File: config.mk
export PLATFORM = sky130hd
export DESIGN_NAME = float_div_seq
export DESIGN_NICKNAME = d
export VERILOG_FILES = /design/src/rtl/float_div_seq.sv
export SDC_FILE = /design/constraint.sdc
export NUM_CORES = 1
export LEC_CHECK = 0
export ABC_CLOCK_PERIOD_IN_PS = 3900
export BUFFER_PORTS_ARGS = -buffer_cell sky130_fd_sc_hd__buf_2
export CAP_MARGIN = 20
export CORE_MARGIN = 1.5
export CORE_UTILIZATION = 53
export DETAILED_ROUTE_END_ITERATION = 12
export PLACE_DENSITY_LB_ADDON = 0.3
export SLEW_MARGIN = 20
export SYNTH_ARGS = -nofsm -noshare
export SYNTH_HDL_FRONTEND = slang
export SYNTH_SLANG_ARGS = --single-unit
export TNS_END_PERCENT = 20
File: constraint.sdc
create_clock -name clk -period 3.9 [get_ports clk]
set_clock_uncertainty 0.15 [all_clocks]
set_input_delay 0.195 -clock clk [delete_from_list [all_inputs] [get_ports clk]]
set_output_delay 0.195 -clock clk [all_outputs]
set_load 0.005 [all_outputs]
File: src/rtl/float_div_seq.sv
// Multi-cycle restoring floating-point divider: one quotient bit per clock,
// round-to-nearest-even, with divide-by-zero, overflow and underflow flags.
module float_div_seq #(
  parameter int NM = 23,
  parameter int NE = 8
) (
  input  logic           clk,
  input  logic           reset,
  input  logic           start,
  input  logic [NE+NM:0] a,
  input  logic [NE+NM:0] b,
  output logic           busy,
  output logic           done,
  output logic [NE+NM:0] result,
  output logic           dz,
  output logic           ovf,
  output logic           unf
);

  localparam int CW = $clog2(NM + 4);
  localparam logic [NE+1:0]        BIAS = (NE+2)'((1 << (NE - 1)) - 1);
  localparam logic signed [NE+1:0] EMAX = (NE+2)'((1 << NE) - 1);
  localparam logic [CW-1:0]        LAST = CW'(NM + 2);

  typedef enum logic [1:0] {IDLE, CALC, ROUND} state_t;

  state_t state, state_next;

  logic [NM+1:0]        r;
  logic [NM:0]          d;
  logic [NM+2:0]        q;
  logic [CW-1:0]        cnt;
  logic signed [NE+1:0] x;
  logic                 sign;
  logic                 a_zero;
  logic                 b_zero;

  logic                 ge;
  logic [NM+1:0]        r_sub;

  logic [NM-1:0]        mant;
  logic                 g;
  logic                 st;
  logic signed [NE+1:0] xa;
  logic signed [NE+1:0] xr;
  logic [NM:0]          mant_inc;
  logic [NE+NM:0]       res_c;
  logic                 dz_c;
  logic                 ovf_c;
  logic                 unf_c;

  always_ff @(posedge clk) begin
    if (reset) state <= IDLE;
    else       state <= state_next;
  end

  always_comb begin
    state_next = state;
    case (state)
      IDLE:    if (start) state_next = CALC;
      CALC:    if (cnt == LAST) state_next = ROUND;
      ROUND:   state_next = IDLE;
      default: state_next = IDLE;
    endcase
  end

  assign busy = (state != IDLE);

  // Restoring step; r < 2d keeps r_sub below d, so the left shift never drops a bit.
  assign ge    = (r >= {1'b0, d});
  assign r_sub = ge ? (r - {1'b0, d}) : r;

  always_ff @(posedge clk) begin
    if (reset) begin
      r      <= '0;
      d      <= '0;
      q      <= '0;
      cnt    <= '0;
      x      <= '0;
      sign   <= 1'b0;
      a_zero <= 1'b0;
      b_zero <= 1'b0;
    end else begin
      case (state)
        IDLE: if (start) begin
          r      <= {1'b0, 1'b1, a[NM-1:0]};
          d      <= {1'b1, b[NM-1:0]};
          q      <= '0;
          cnt    <= '0;
          x      <= $signed({2'b00, a[NE+NM-1:NM]} - {2'b00, b[NE+NM-1:NM]} + BIAS);
          sign   <= a[NE+NM] ^ b[NE+NM];
          a_zero <= (a[NE+NM-1:NM] == '0);
          b_zero <= (b[NE+NM-1:NM] == '0);
        end
        CALC: begin
          r   <= {r_sub[NM:0], 1'b0};
          q   <= {q[NM+1:0], ge};
          cnt <= cnt + CW'(1);
        end
        default: ;
      endcase
    end
  end

  // Normalise, round to nearest even, then apply range limits and special operands.
  always_comb begin
    res_c = '0;
    dz_c  = 1'b0;
    ovf_c = 1'b0;
    unf_c = 1'b0;
    if (q[NM+2]) begin
      mant = q[NM+1:2];
      g    = q[1];
      st   = q[0] | (r != '0);
      xa   = x;
    end else begin
      mant = q[NM:1];
      g    = q[0];
      st   = (r != '0);
      xa   = x - (NE+2)'(1);
    end
    mant_inc = {1'b0, mant} + {{NM{1'b0}}, g & (st | mant[0])};
    xr       = mant_inc[NM] ? (xa + (NE+2)'(1)) : xa;
    if (b_zero) begin
      res_c = {sign, {NE{1'b1}}, {NM{1'b0}}};
      dz_c  = 1'b1;
    end else if (a_zero) begin
      res_c = {sign, {(NE+NM){1'b0}}};
    end else if (xr >= EMAX) begin
      res_c = {sign, {(NE-1){1'b1}}, 1'b0, {NM{1'b1}}};
      ovf_c = 1'b1;
    end else if (xr[NE+1] || (xr == '0)) begin
      res_c = {sign, {(NE+NM){1'b0}}};
      unf_c = 1'b1;
    end else begin
      res_c = {sign, xr[NE-1:0], mant_inc[NM-1:0]};
    end
  end

  always_ff @(posedge clk) begin
    if (reset) begin
      done   <= 1'b0;
      result <= '0;
      dz     <= 1'b0;
      ovf    <= 1'b0;
      unf    <= 1'b0;
    end else begin
      done <= (state == ROUND);
      if (state == ROUND) begin
        result <= res_c;
        dz     <= dz_c;
        ovf    <= ovf_c;
        unf    <= unf_c;
      end
    end
  end

endmodule
# Word level (Yosys, flattened, before mapping)
# Cells that the tools add are included.
# totals
regBits,131
input_bits,67
output_inout_bits,37
wordCells,70
# classes
add_sub_neg,7
magnitude_cmp,2
eq_ne,5
n_mux,27
bitwise,4
n_reduce_logical,11
# ops
operator,n
two-way mux 31 bit,4
one-hot mux 26 bit (2 select lines),1
one-hot mux 25 bit (2 select lines),1
two-way mux 26 bit,1
>= comparator 25 x 24 -> 1 bit,1
two-way mux 25 bit,1
nonzero test 25 bit,1
adder 23 x 1 -> 24 bit,1
two-way mux 24 bit,1
subtractor 24 bit,1
two-way mux 23 bit,1
two-way mux 10 bit,2
logical NOT 8 bit,2
"adder 10 x 2 -> 10 bit, second input constant",1
"adder 9 x 8 -> 10 bit, second input constant",1
">= comparator 10 x 9 -> 1 bit, second input constant",1
logical NOT 10 bit,1
two-way mux 1 bit,10
one-hot mux 5 bit (2 select lines),1
"subtractor 10 x 2 -> 10 bit, second input constant",1
subtractor 8 x 8 -> 9 bit,1
AND reduction 2 bit,3
"adder 5 x 1 -> 5 bit, second input constant",1
"equality test 5 bit, second input constant",1
12 further kinds,16

# Depth between registers and ports, before layout
# Gate-level depths: netlist of run 1.
# depth
depth_word,13
mapped_depth,17
mapped_depth_nobuf,13

# Least setup slack after synthesis of run 1
# OpenSTA, ideal clock, no wires.
# synth_timing
path_kind,register to register
from,register q[25]
to,register result[20]
arrival_time_ns,3.630
required_time_ns,3.685
path_slack_ns,0.055
stages_incl_launch_ff,18
synth_period_minus_slack_ns,3.845
cell_sequence,dfxtp_1 > buf_6 > clkbuf_1 > buf_1 > clkbuf_1 > clkbuf_1 > mux2i_1 > nor2b_1 > ha_1 > nand3_1 > a21oi_1 > nand3_1 > nor3_1 > and3_1 > a21oi_1 > a21oi_1 > o211ai_2 > nand3_1
# synth_between
elab_chain_len,11
# synth_rtl
item,line_no,rtl
start: declaration,31,logic [NM+2:0] q;
start signal: assignment,97,"q <= {q[NM+1:0], ge};"
branches (longest 8 deep; another with adder 23 x 1 -> 24 bit),n/a,
two-way mux 31 bit (*),129,end else if (xr >= EMAX) begin
two-way mux 31 bit (*),127,end else if (a_zero) begin
two-way mux 31 bit (*),124,if (b_zero) begin
end signal: assignment,150,result <= res_c;
end: declaration,14,"output logic [NE+NM:0] result,"
# Every way passes the cells marked *.
# A chain may end at the register's enable or synchronous reset.

# Worst setup path in the final report of run 1
# layout_timing
from,register x[1]
to,register result[2]
# layout_between
elab_chain_len,10
# layout_rtl
item,line_no,rtl
start: declaration,33,logic signed [NE+1:0] x;
start signal: assignment,90,"x <= $signed({2'b00, a[NE+NM-1:NM]} - {2'b00, b[NE+NM-1:NM]} + BIAS);"
subtractor 10 x 2 -> 10 bit,120,xa = x - (NE+2)'(1);
two-way mux 10 bit (*),111,if (q[NM+2]) begin
adder 10 x 2 -> 10 bit,123,xr = mant_inc[NM] ? (xa + (NE+2)'(1)) : xa;
two-way mux 10 bit (*),123,
branches (longest 3 deep; another with >= comparator 10 x 9 -> 1 bit),n/a,
two-way mux 31 bit (*),129,
two-way mux 31 bit (*),127,
two-way mux 31 bit (*),124,
# Marks and branches as above.

==> results of run 1 <==
==> flip-flops by register name, summed over array words and instances, names as in the netlist, 2 cells and up <==
name    flops
r          25
x          10
q          26
d          24
cnt         5
state       2
result     32
==> through the flow <==
stage	area (um^2)	hold WS [ps]	power, uW	utilization, %
after detailed placement	9016	289.5	2784	58.87
after global routing	10060	19.27	4575	65.67
final	10060	10.88	4335	65.67
after global placement	9016	287.6	2769	58.87
after floorplan	8363	181.0	2497	-
after CTS	10040	3.359	4338	65.54
==> cell type report <==
cell class | count | area share (%)
multi-input combinational | 802 | 52.05
clock buffer | 27 | 5.001
clock inverter | 4 | 0.4728
sequential | 131 | 26.09
tap | 211 | 2.625
inverter | 56 | 2.090
timing repair buffer | 170 | 11.67
==> power by group through the flow <==
stage | clock, uW | sequential, uW | combinational [uW]
2_1_floorplan | 0 | 1480 | 1020
3_3_place_gp | 0 | 1520 | 1250
3_5_place_dp | 0 | 1520 | 1270
4_1_cts | 1540 | 1490 | 1310
5_1_grt | 1600 | 1500 | 1470
6_report | 1510 | 1490 | 1330
==> worst max-delay path, stage by stage, from the launching register on <==
cell       delay [ps]
dfxtp_1           390
inv_1             110
ha_1              200
or4b_1            570
or3_4             390
a211o_1           250
a2111oi_2         330
xnor2_1           260
nor2_1            120
and2_1            340
a221o_2           360
==> metal layers <==
| layer | share of wire, % | vias up |
|---|---|---|
| met3 | 5.0 | 20 |
| met4 | 1.2 | 0 |
| li1 | - | 4067 |
| met1 | 48 | 3767 |
| met5 | 0 | - |
| met2 | 46 | 218 |
==> path summary, 6_finish.rpt <==
check / from / endpoint / slack (ps) / cells past startpoint
max reg2reg: x[1] / result[2] / 300 / 10
min: a[16] / r[16] / 10 / 4
min reg2reg: ovf / ovf / 300 / 2
max: x[1] / result[2] / 300 / 10
==> kinds of logic (layout without fill, tap and decap cells) <==
group	count (synthesis)	count (layout)	share of synthesized area, %
adders and majority gates	40	40	6.164
and+or+nand+nor	370	370	21.02
buffers and inverters	130	257	6.194
muxes	34	34	4.204
DFF	131	131	31.36
xor gates and xnor gates	56	56	5.865
AOI/OAI and AO/OA	302	302	25.19
==> placed cells by master (no fill, tap or decap), types with 25 or more instances in the layout <==
master	Yosys	layout
a21oi_1	96	96
buf_2	5	103
dfxtp_1	131	130
dlygate4sd3_1	0	47
ha_1	38	38
inv_1	56	56
mux2i_1	25	25
nand2_1	161	160
nand3_1	30	30
nor2_1	61	61
o21ai_0	31	31
xnor2_1	42	42
==> reports/results.ini, run 1 <==
[global_routing]
grt_pass1_vias=7262
busiest_layer=met2
grt_max_degree=69
grt_pass1_wl_um=34720
met1_usage_pct=35.47
antenna_found_initial=0
overflow=0
met3_usage_pct=5.530
track_usage_pct=25.96
use_met2_pct=41.90

[die]
start_util_pct=54.61
die_x_um=128.6
num_rows=45
ios=104
die_height_um=128.6
dieArea_um2=16540
fp.coreArea_um2=15310

[yosys]
syn-num-nets=1170
synth-seq-cells=131
synth_area_um2=8363
synth_edf_count=0
synthCells=1063
ys_types=71
synth_warnings=0
yosys-top-cells-count=nand2_1, dfxtp_1, a21oi_1
synth_flop_cell=dfxtp_1
synth.area.top_cells=dfxtp_1, nand2_1, a21oi_1, ha_1, xnor2_1
async_flop_share_pct=0
yosys.area.top_type=dfxtp_1
yosysMostFrequentCell=nand2_1
syn_avg_cell_area_um2=7.867
synth_seq_area_share_pct=31.36
synth_top_area_share_pct=31.36

[power_and_ir_drop]
max-vdd-ir-drop_mv=0.4319
comb_power_share_pct=30.7
cellLeakagePower_uw=0.004098
switchingPower_uw=1405
p_seq_share_pct=34.4
clkPwrFrac_pct=34.9
p_int_uw=2930
powerDensity_nw_per_um2=431.0
p_sw_share_pct=32.40

[detailed_routing]
wl_per_cell_um=14.96
drc=0
initialDrtViolationCount=627
avgViaCountPerCell=5.762
totalWireLength_um=20960
via_count=8072
ant_nets=0
drt_pass1_iterations=5

[layout]
final_net_count=1285
instances_no_fill=1401
drive_gt1_share_pct=15.80
nFillCells=1322
seq_area_um2=2624
syn2layout_area_growth_pct=20.26
multi_input_area_um2=5235
n_antenna_cell=0

[timing]
setup_ws_ps=303.5
worstMarginPinSlew_ps=916.2
maxSlewHeadroom_pct=38.69
fin_setup_tns_ps=0
rsz0062_at_grt=false
setup_viol=0
timing.final.max_slew_violations=0
fin_crit_ps=3597
period_share_pct=92.22
max_freq_mhz=278.0
hold_viol=0

[critical_path]
cp_max_fo=14
cp-start-kind=flop
arrival_ps=3760
endpoint_kind=flop
critPathKind=reg -> reg
worstPathRequired_ps=4060

[placed_design]
post-dp-hpwl_um=14320
portBuffers=103
dpl_worst_slack_ps=339.0
gp_congestion=0.9324
dp_cells=1322

[min_path]
min-delay-path-class=in -> reg

[outcome]
status=finished clean

[job]
drv_cap=0

[clock_tree]
clkLatencyLatePin_ps=430
clk_path_buf_depth=2
cts-root-buf=clkbuf_16
cts_tree=built
cts_hold_buffers=47
cts_buffers=17
post-cts-setup-buffers=0
htree_num_levels=4
clkTransAtPathRegs_ps=50
post_cts_resized=0
cts_sinks=131

Power figures use the tool's default switching activity.
==> inputs of run 2 (changes only) <==
--- a/config.mk
+++ b/config.mk
@@ -5,7 +5,7 @@
 export SDC_FILE = /design/constraint.sdc
 export NUM_CORES = 1
 export LEC_CHECK = 0
-export ABC_CLOCK_PERIOD_IN_PS = 3900
+export ABC_CLOCK_PERIOD_IN_PS = 3300
 export BUFFER_PORTS_ARGS = -buffer_cell sky130_fd_sc_hd__buf_2
 export CAP_MARGIN = 20
 export CORE_MARGIN = 1.5
==> constraint.sdc (replaced) <==
create_clock -name clk -period 3.3 [get_ports clk]
set_clock_uncertainty 0.15 [all_clocks]
set_input_delay 0.165 -clock clk [delete_from_list [all_inputs] [get_ports clk]]
set_output_delay 0.165 -clock clk [all_outputs]
set_load 0.005 [all_outputs]
==> reports/results.ini, run 2 (synthesized netlist as in run 1, its figures left out) <==
[die]
die_height_um=128.6
die_x_um=128.6
num_rows=45
start_util_pct=54.61
fp.coreArea_um2=15310
dieArea_um2=16540
ios=104

[timing]
setup_ws_ps=87.18
max_freq_mhz=311.3
hold_viol=0
fin_setup_tns_ps=0
fin_crit_ps=3213
worstMarginPinSlew_ps=1041
timing.final.max_slew_violations=0
maxSlewHeadroom_pct=30.30
rsz0062_at_grt=true
setup_viol=0
period_share_pct=97.36

[critical_path]
critical_path.top_delay_family=simple AND/OR/NAND/NOR gates
endpoint_kind=flop
critPathKind=reg -> reg
cp_slowest_cell=or4b_4
cp_max_fo=23
worstPathCellList=inv_2, ha_4, or4b_4, or3_4, a211o_1, a2111oi_4, xnor2_2, or2_4, a31oi_4, buf_12, a32oi_1, nand2_1
worstPathRequired_ps=3500
cp_num_buf_inv=2
arrival_ps=3420
cp-start-kind=flop
cp_slowest_stage_delay_ps=490

[power_and_ir_drop]
cellLeakagePower_uw=0.004344
max-vdd-ir-drop_mv=0.3878
powerDensity_nw_per_um2=503.9
finalPower_uw=5282

[layout]
final_cell_mix=nand2_1, dfxtp_1, buf_2, a21oi_1, nor2_1
instances_no_fill=1435
final_net_count=1322
regMostFlops=result
nFillCells=1290
final_common_cell=nand2_1
design_area_um2=10480
reg_top3=result x32, q x26, r x25
seq_area_um2=2630
n_antenna_cell=0
drive_gt1_share_pct=19.77
syn2layout_area_growth_pct=25.36
multi_input_area_um2=5358
largest_register_ffs=32

[clock_tree]
clk_path_buf_depth=2
cts_tree=built
cts_sinks=131
clkTransAtPathRegs_ps=50
cts-root-buf=clkbuf_16
cts_buffers=17
clkLatencyLatePin_ps=420
htree_num_levels=4

[detailed_routing]
initialDrtViolationCount=608
via_count=8293
drc=0
totalWireLength_um=22040
drt_pass1_iterations=5
avgViaCountPerCell=5.779
ant_nets=0
wl_per_cell_um=15.36

[global_routing]
met3_usage_pct=5.281
grt_pass1_vias=7756
use_met2_pct=44.97
antenna_found_initial=0
met1_usage_pct=37.20
grt_pass1_wl_um=37000
grt_max_degree=46
overflow=0
busiest_layer=met2
track_usage_pct=27.55

[placed_design]
portBuffers=103
post-dp-hpwl_um=15190
dp_cells=1349
detailed_place.area_um2=9244
dpl_worst_slack_ps=0.2141
gp_congestion=0.9152

[min_path]
min-delay-path-class=in -> reg

[job]
drv_cap=0

[outcome]
status=finished clean

==> run 2: changes by cell type in the layout (fill, tap and decap cells not counted), moves of 3 or more <==
| cell | change |
|---|---|
| dlygate4sd3_1 | +7 |
| dfxtp_1 | -3 |
| buf_4 | +31 |
| clkbuf_1 | -4 |
==> run 2: metrics by stage <==
stage	utilization [%]	hold WS [ps]
floorplan	-	151.0
global placement	60.36	255.9
detailed placement	60.36	259.6
CTS	67.58	3.216
global route	68.46	29.01
finish	68.46	26.90
==> run 2: layout make-up <==
| cell class | count | share of cell area [%] |
|---|---|---|
| Clock buffer | 23 | 4.654 |
| Clock inverter | 5 | 0.7399 |
| Inverter | 56 | 2.005 |
| Multi-Input combinational cell | 802 | 51.10 |
| Sequential cell | 131 | 25.09 |
| Tap cell | 211 | 2.518 |
| Timing Repair Buffer | 207 | 13.89 |
==> run 2: metal layers <==
layer  wire length [um]  share of wire, %
met1              10510                48
met2              10090                46
met3               1080               4.9
met4                360               1.6
met5                  0                 0
==> run 2: path summary, 6_finish.rpt <==
path              startpoint         to  slack [ps]  cells past startpoint
hold / removal         reset         dz          30                      2
hold reg to reg          ovf        ovf         290                      2
setup reg to reg        x[1]  result[8]          90                     12
setup / recovery        x[1]  result[8]          90                     12
==> run 2: timing repair <==
| action | in CTS | in global routing |
|---|---|---|
| gates resized for setup | 1 | 21 |
| endpoints found under the hold margin | 49 | 0 |
| hold buffers | 54 | 0 |
| pin swaps | 0 | 7 |
| buffers inserted | 0 | 4 |
| endpoints found under the setup margin | 3 | 32 |
| cloned | 0 | 0 |
==> run 2: power breakdown <==
group / total [uW] / switching (uW) / leakage [uW] / internal [uW]
Clock: 1840 / 668 / 0.000277 / 1170
Sequential: 1750 / 90.2 / 0.00107 / 1660
Combinational: 1690 / 936 / 0.00300 / 752
